$ cat src/rtl/code_pkg.sv
// Shared state encoding and symbol layout for the colour-code sender and its scan counter.
package code_pkg;

  localparam int SYM_W     = 3;
  localparam int RED_BIT   = 2;
  localparam int GREEN_BIT = 1;
  localparam int BLUE_BIT  = 0;

  typedef enum logic [2:0] {
    S_IDLE  = 3'd0,
    S_DRST  = 3'd1,
    S_WAIT  = 3'd2,
    S_START = 3'd3,
    S_SYM   = 3'd4,
    S_CHECK = 3'd5,
    S_DONE  = 3'd6
  } state_t;

endpackage

$ cat src/rtl/code_sender_if.sv
// Request, detector-drive and status bundle of code_sender.
// Scan, Found and Found_Code exist only when CODE_SENDER_SCAN_EN is defined.
interface code_sender_if #(
  parameter int NUM_SYMBOLS = 4
);
  localparam int CODE_W = code_pkg::SYM_W * NUM_SYMBOLS;

  logic              Send;
  logic [CODE_W-1:0] Code;
  logic              U;
  logic              Det_Rst;
  logic              Start;
  logic              Red;
  logic              Green;
  logic              Blue;
  logic              Busy;
  logic              Done;
  logic              Pass;
`ifdef CODE_SENDER_SCAN_EN
  logic              Scan;
  logic              Found;
  logic [CODE_W-1:0] Found_Code;
`endif

  // master: requester plus detector side; slave: the sender itself
  modport master (
    output Send, Code, U,
`ifdef CODE_SENDER_SCAN_EN
    output Scan,
    input  Found, Found_Code,
`endif
    input  Det_Rst, Start, Red, Green, Blue, Busy, Done, Pass
  );

  modport slave (
    input  Send, Code, U,
`ifdef CODE_SENDER_SCAN_EN
    input  Scan,
    output Found, Found_Code,
`endif
    output Det_Rst, Start, Red, Green, Blue, Busy, Done, Pass
  );

endinterface

$ cat src/rtl/code_scan_counter.sv
// Candidate code register for the exhaustive scan: clear, increment, terminal-count flag.
module code_scan_counter #(
  parameter int W = 12
) (
  input  logic         clk,
  input  logic         rst_n,
  input  logic         clr,
  input  logic         inc,
  output logic [W-1:0] value,
  output logic         last
);

  logic [W-1:0] cnt_r;

  always_ff @(posedge clk or negedge rst_n) begin
    if (!rst_n) begin
      cnt_r <= '0;
    end else if (clr) begin
      cnt_r <= '0;
    end else if (inc) begin
      cnt_r <= cnt_r + W'(1);
    end else begin
      cnt_r <= cnt_r;
    end
  end

  assign value = cnt_r;
  assign last  = &cnt_r;

endmodule

$ cat src/rtl/code_sender.sv
// Drives a colour-code detector through reset, start and NUM_SYMBOLS symbols, then reports U.
// Optional exhaustive code search is compiled in with CODE_SENDER_SCAN_EN.
module code_sender
  import code_pkg::*;
#(
  parameter int NUM_SYMBOLS = 4
) (
  input  logic         Clk,
  input  logic         Rst,
  code_sender_if.slave bus
);

  localparam int CODE_W = SYM_W * NUM_SYMBOLS;
  localparam int IDX_W  = (NUM_SYMBOLS > 1) ? $clog2(NUM_SYMBOLS) : 1;
  localparam logic [IDX_W-1:0] LAST_IDX = IDX_W'(NUM_SYMBOLS - 1);

  state_t            state_r, state_s;
  logic [IDX_W-1:0]  idx_r, idx_s;
  logic              req_r;
  logic [CODE_W-1:0] code_r;
  logic [CODE_W-1:0] sym_code_s;
  logic              scan_s;
  logic              retry_s;
  logic              det_rst_r, start_r, busy_r, done_r, pass_r;
  logic [SYM_W-1:0]  rgb_r;

  function automatic logic [SYM_W-1:0] sym_at(input logic [CODE_W-1:0] c,
                                              input logic [IDX_W-1:0]  i);
    logic [CODE_W-1:0] sh;
    sh = c >> (SYM_W * int'(i));
    return sh[SYM_W-1:0];
  endfunction

`ifdef CODE_SENDER_SCAN_EN
  logic              scan_req_r, scanning_r, found_r;
  logic [CODE_W-1:0] cand_s, found_code_r;
  logic              cand_last_s, cand_clr_s;

  assign scan_s     = bus.Scan;
  assign cand_clr_s = (state_r == S_IDLE) && req_r && scan_req_r;
  assign retry_s    = (state_r == S_CHECK) && scanning_r && !bus.U && !cand_last_s;
  assign sym_code_s = scanning_r ? cand_s : code_r;

  code_scan_counter #(.W(CODE_W)) u_cand (
    .clk   (Clk),
    .rst_n (Rst),
    .clr   (cand_clr_s),
    .inc   (retry_s),
    .value (cand_s),
    .last  (cand_last_s)
  );

  // Scan mode flag and result capture; Send wins over Scan in the same cycle
  always_ff @(posedge Clk or negedge Rst) begin
    if (!Rst) begin
      scan_req_r   <= 1'b0;
      scanning_r   <= 1'b0;
      found_r      <= 1'b0;
      found_code_r <= '0;
    end else begin
      if (state_s == S_IDLE) begin
        scan_req_r <= bus.Scan & ~bus.Send;
      end else begin
        scan_req_r <= 1'b0;
      end
      if ((state_r == S_IDLE) && req_r) begin
        scanning_r <= scan_req_r;
      end else begin
        scanning_r <= scanning_r;
      end
      if (cand_clr_s) begin
        found_r      <= 1'b0;
        found_code_r <= '0;
      end else if ((state_r == S_CHECK) && scanning_r && bus.U) begin
        found_r      <= 1'b1;
        found_code_r <= cand_s;
      end else begin
        found_r      <= found_r;
        found_code_r <= found_code_r;
      end
    end
  end

  assign bus.Found      = found_r;
  assign bus.Found_Code = found_code_r;
`else
  assign scan_s     = 1'b0;
  assign retry_s    = 1'b0;
  assign sym_code_s = code_r;
`endif

  // Requests are taken on every edge that lands in IDLE, so a held Send
  // restarts after exactly one idle cycle and Code is frozen from then on.
  always_ff @(posedge Clk or negedge Rst) begin
    if (!Rst) begin
      req_r  <= 1'b0;
      code_r <= '0;
    end else if (state_s == S_IDLE) begin
      req_r <= bus.Send | scan_s;
      if (bus.Send) begin
        code_r <= bus.Code;
      end else begin
        code_r <= code_r;
      end
    end else begin
      req_r  <= 1'b0;
      code_r <= code_r;
    end
  end

  always_ff @(posedge Clk or negedge Rst) begin
    if (!Rst) begin
      state_r <= S_IDLE;
      idx_r   <= '0;
    end else begin
      state_r <= state_s;
      idx_r   <= idx_s;
    end
  end

  always_comb begin
    state_s = state_r;
    idx_s   = idx_r;
    case (state_r)
      S_IDLE: begin
        if (req_r) begin
          state_s = S_DRST;
        end else begin
          state_s = S_IDLE;
        end
      end
      S_DRST:  state_s = S_WAIT;
      S_WAIT:  state_s = S_START;
      S_START: begin
        state_s = S_SYM;
        idx_s   = '0;
      end
      S_SYM: begin
        if (idx_r == LAST_IDX) begin
          state_s = S_CHECK;
          idx_s   = idx_r;
        end else begin
          state_s = S_SYM;
          idx_s   = idx_r + IDX_W'(1);
        end
      end
      S_CHECK: begin
        if (retry_s) begin
          state_s = S_DRST;
        end else begin
          state_s = S_DONE;
        end
      end
      S_DONE:  state_s = S_IDLE;
      default: state_s = S_IDLE;
    endcase
  end

  // Outputs are registered from the next state so they track state_r exactly;
  // U is taken on the edge that leaves CHECK, after the last symbol settled.
  always_ff @(posedge Clk or negedge Rst) begin
    if (!Rst) begin
      det_rst_r <= 1'b0;
      start_r   <= 1'b0;
      rgb_r     <= '0;
      busy_r    <= 1'b0;
      done_r    <= 1'b0;
      pass_r    <= 1'b0;
    end else begin
      det_rst_r <= (state_s == S_DRST);
      start_r   <= (state_s == S_START);
      rgb_r     <= (state_s == S_SYM) ? sym_at(sym_code_s, idx_s) : SYM_W'(0);
      busy_r    <= (state_s != S_IDLE);
      done_r    <= (state_s == S_DONE);
      if (state_r == S_CHECK) begin
        pass_r <= bus.U;
      end else begin
        pass_r <= pass_r;
      end
    end
  end

  assign bus.Det_Rst = det_rst_r;
  assign bus.Start   = start_r;
  assign bus.Red     = rgb_r[RED_BIT];
  assign bus.Green   = rgb_r[GREEN_BIT];
  assign bus.Blue    = rgb_r[BLUE_BIT];
  assign bus.Busy    = busy_r;
  assign bus.Done    = done_r;
  assign bus.Pass    = pass_r;

endmodule

$ cat src/flat_wrapper.sv
// flat-port wrapper written by rule: the top's interface ports become plain ports
module code_sender_flat import code_pkg::*;
#(
  parameter int NUM_SYMBOLS = 4
)
  (Clk, Rst, bus_Send, bus_Code, bus_U, bus_Det_Rst, bus_Start, bus_Red, bus_Green, bus_Blue, bus_Busy, bus_Done, bus_Pass);
  code_sender_if #(.NUM_SYMBOLS(NUM_SYMBOLS)) bus_i ();
  input  logic Clk;
  input  logic Rst;
  input wire logic [$bits(bus_i.Send)-1:0] bus_Send;
  input wire logic [$bits(bus_i.Code)-1:0] bus_Code;
  input wire logic [$bits(bus_i.U)-1:0] bus_U;
  output wire logic [$bits(bus_i.Det_Rst)-1:0] bus_Det_Rst;
  output wire logic [$bits(bus_i.Start)-1:0] bus_Start;
  output wire logic [$bits(bus_i.Red)-1:0] bus_Red;
  output wire logic [$bits(bus_i.Green)-1:0] bus_Green;
  output wire logic [$bits(bus_i.Blue)-1:0] bus_Blue;
  output wire logic [$bits(bus_i.Busy)-1:0] bus_Busy;
  output wire logic [$bits(bus_i.Done)-1:0] bus_Done;
  output wire logic [$bits(bus_i.Pass)-1:0] bus_Pass;
  assign bus_i.Send = bus_Send;
  assign bus_i.Code = bus_Code;
  assign bus_i.U = bus_U;
  assign bus_Det_Rst = bus_i.Det_Rst;
  assign bus_Start = bus_i.Start;
  assign bus_Red = bus_i.Red;
  assign bus_Green = bus_i.Green;
  assign bus_Blue = bus_i.Blue;
  assign bus_Busy = bus_i.Busy;
  assign bus_Done = bus_i.Done;
  assign bus_Pass = bus_i.Pass;
  code_sender #(.NUM_SYMBOLS(NUM_SYMBOLS)) u_core (.Clk(Clk), .Rst(Rst), .bus(bus_i));
endmodule
$ cat config.mk
export PLATFORM = sky130hd
export DESIGN_NAME = code_sender_flat
export DESIGN_NICKNAME = d
export VERILOG_FILES = /design/src/rtl/code_pkg.sv /design/src/rtl/code_sender_if.sv /design/src/rtl/code_scan_counter.sv /design/src/rtl/code_sender.sv /design/src/flat_wrapper.sv
export SDC_FILE = /design/constraint.sdc
export NUM_CORES = 1
export LEC_CHECK = 0
export CORE_MARGIN = 1.5
export CORE_UTILIZATION = 53
export CTS_CLUSTER_DIAMETER = 80
export DETAILED_ROUTE_END_ITERATION = 10
export PLACE_DENSITY = 0.82
export SYNTH_ARGS = -nofsm -noshare
export SYNTH_HDL_FRONTEND = slang
export SYNTH_SLANG_ARGS = --single-unit
$ cat constraint.sdc
create_clock -name Clk -period 2.5 [get_ports Clk]
set_clock_uncertainty 0.05 [all_clocks]
set_input_delay 0.375 -clock Clk [delete_from_list [all_inputs] [get_ports Clk]]
set_output_delay 0.375 -clock Clk [all_outputs]
set_load 0.03 [all_outputs]
==> key figures <==
Route
  – 1st-iter DRT viols: 16
  – Drt wl/cell: 13.7 um
  – Routed vias/inst: 5.75
  – DR vias: 902
  – Final wirelength: 2.15 mm
  – # DRC: 0
  – Detailed Routing Iterations Pass 1: 5
  – Antenna viol nets, final: 0

Run status
  – Status: finished, final reports clean

Critical path
  – FF-to-FF End: u_core.rgb_r[1]$_DFF_PN0_
  – Worst reg-to-reg path cell count: 5
  – WP data arrival: 2.17 ns
  – Crit Path Category: flip-flop to flip-flop
  – Reg2reg setup slack: 0.52 ns
  – Critical path startpoint category: flip-flop
  – R2R Path Start: u_core.state_r[2]$_DFF_PN0_
  – CP Capture Type: flip-flop
  – Worst-path fanout max: 14
  – Worst EP required: 2.69 ns

Cells and area
  – Non-filler cells, final: 157
  – Filler cells: 184
  – Final nets: 146
  – Layout cell share with drive strength beyond 1: 0.155
  – Number of inserted diodes: 0
  – Area Growth Syn to Fin: 23.2%
  – Post-route cell area: 1480 um^2

Run
  – Max Cap Viol: 0

Die
  – Rows: 17
  – Die Span Y: 50.6 um
  – Die Area: 2560 um^2
  – Initial Util: 0.552
  – Core ar.: 2170 um^2
  – Io pins: 24
  – Overall die width: 50.6 um

Global routing
  – Pin count of the biggest net entering global routing: 27
  – First-pass GRT wire length: 3.63 mm
  – Initial antenna violation count: 0
  – Gr ovfl total: 0
  – GRT Total Usage: 0.194
  – Vias in the first global route: 831

Clock tree
  – Post-CTS sizing: 0
  – Hold buffer count at cts: 0
  – Worst-Skew Late Latency: 0.31 ns
  – Root buf cell: clkbuf_4
  – H-Tree Level Count: 1
  – Max Root-Sink Buffers: 2
  – Clock sink total: 26
  – Setup Fix Bufs, Post-CTS: 0
  – Num CTS Buffers: 3
  – CTS tree: done
  – Clk pin slew, worst setup/hold paths: 0.13 ns

Yosys
  – YS warnings: 0
  – Main synth FF type: dfrtp_1
  – Avg Cell Area, Syn: 11.1 um^2
  – Seq cells post-synth: 26
  – Post-synth ARST share: 1.00
  – Library cells used by synthesis: 28
  – Synth Net Count: 124
  – Post-synth EDFFs: 0
  – Sequential share of the synthesized area: 0.543
  – Mapped Area: 1200 um^2
  – Mapped Cells: 108

STA
  – Final setup fails: 0
  – Post-layout min period: 1.98 ns
  – Peak Freq: 505 MHz
  – Period utilisation layout: 0.792
  – Slew Limit Fails: 0
  – Unrepaired setup endpoints after global routing: no
  – Relative slew margins: 0.579
  – Final hold viol count: 0
  – Tightest Pin Transition: 0.629 ns
  – Setup TNS: 0 ns

Placement
  – I/O Buffers: 23
  – Detail Placement HPWL: 1.53 mm
  – Gpl congestion: 0.753
  – DP Cell Count: 153
  – Area after DPL: 1440 um^2

Power
  – Peak supply drop: 0.000604 V
  – Leakage: 0.629 nW
  – Pwr/cell area: 1220 nW/um^2

Worst hold path
  – Worst Hold Class: input port to asynchronous set/reset pin
## kinds of logic after synthesis
logic type	count (synthesis)	synth area share
AND/OR/NAND/NOR	20	0.0940
AO/OA/AOI/OAI	38	0.203
flip-flops	26	0.543
buffers and inverters	11	0.0386
multiplexers	13	0.122
## synthesized netlist by cell type (all sizes together) (3+ instances only)
cell type / instances / area (um^2)
dfrtp: 26 / 651
mux2: 13 / 146
a21oi: 11 / 55.1
o21ai: 11 / 55.1
nor2: 5 / 18.8
buf: 4 / 20.0
inv: 4 / 15.0
o211ai: 4 / 30.0
a22oi: 3 / 22.5
clkbuf: 3 / 11.3
nand3: 3 / 15.0
## how the worst max path moves through the flow
| stage | to | startpoint |
|---|---|---|
| 2_1_floorplan | u_core.code_r[0]$_DFFE_PN0P_ | u_core.state_r[0]$_DFF_PN0_ |
| 3_3_place_gp | u_core.rgb_r[1]$_DFF_PN0_ | u_core.state_r[2]$_DFF_PN0_ |
| 3_5_place_dp | u_core.rgb_r[1]$_DFF_PN0_ | u_core.state_r[2]$_DFF_PN0_ |
| 4_1_cts | u_core.rgb_r[1]$_DFF_PN0_ | u_core.state_r[2]$_DFF_PN0_ |
| 5_1_grt | u_core.code_r[4]$_DFFE_PN0P_ | u_core.state_r[2]$_DFF_PN0_ |
| 6_report | u_core.rgb_r[1]$_DFF_PN0_ | u_core.state_r[2]$_DFF_PN0_ |
## sequential cells by signal, summed over array words and instances (netlist names)
| name | cells |
|---|---|
| u_core.bus.Done | 1 |
| u_core.bus.Det_Rst | 1 |
| u_core.state_r | 3 |
| u_core.bus.Busy | 1 |
| u_core.rgb_r | 3 |
| u_core.bus.Start | 1 |
| u_core.code_r | 12 |
| u_core.bus.Pass | 1 |
| u_core.req_r | 1 |
| u_core.idx_r | 2 |
## layer usage
layer,up-vias,track usage,wire length [um]
li1,443,-,-
met1,419,0.253,949
met2,32,0.300,1050
met3,8,0.0298,90
met4,0,0.126,61
met5,-,0,0
## critical path: stages (launching register included)
cell and delay (ns):
dfrtp_1 0.59, or3b_1 0.47, or3b_1 0.40, o221ai_2 0.10, o21ai_1 0.10, a21oi_1 0.19
## final cells by class
type | count | area [um^2] | area share
tap | 28 | 35.0 | 0.0237
timing repair buffer | 24 | 238 | 0.161
multi-input combinational | 71 | 502 | 0.340
sequential | 26 | 651 | 0.441
clock buffer | 4 | 36.3 | 0.0246
inverter | 4 | 15.0 | 0.0102
## layout by cell type, fill, tap and decap left out, drive strengths merged, types with 3 or more instances in the layout
master / n
nand3: 3
clkdlybuf4s50: 23
mux2: 13
clkbuf: 4
o211ai: 4
inv: 4
a21oi: 11
o21ai: 11
a22oi: 3
dfrtp: 26
nor2: 5
## where the power goes
group          internal (mW)  switching [mW]
Clock                 0.0890           0.118
Combinational          0.401           0.399
Sequential             0.602           0.185
## metrics by stage
stage	utilization	hold slack, ns	setup slack, ns	power (mW)
6_report	0.681	0.359	0.520	1.79
5_1_grt	0.681	0.375	0.353	1.93
4_1_cts	0.681	0.365	0.527	1.80
3_5_place_dp	0.664	0.448	0.556	1.60
3_3_place_gp	0.664	0.440	0.593	1.56
2_1_floorplan	-	0.0294	0.866	1.38
Power figures use the tool's default switching activity.
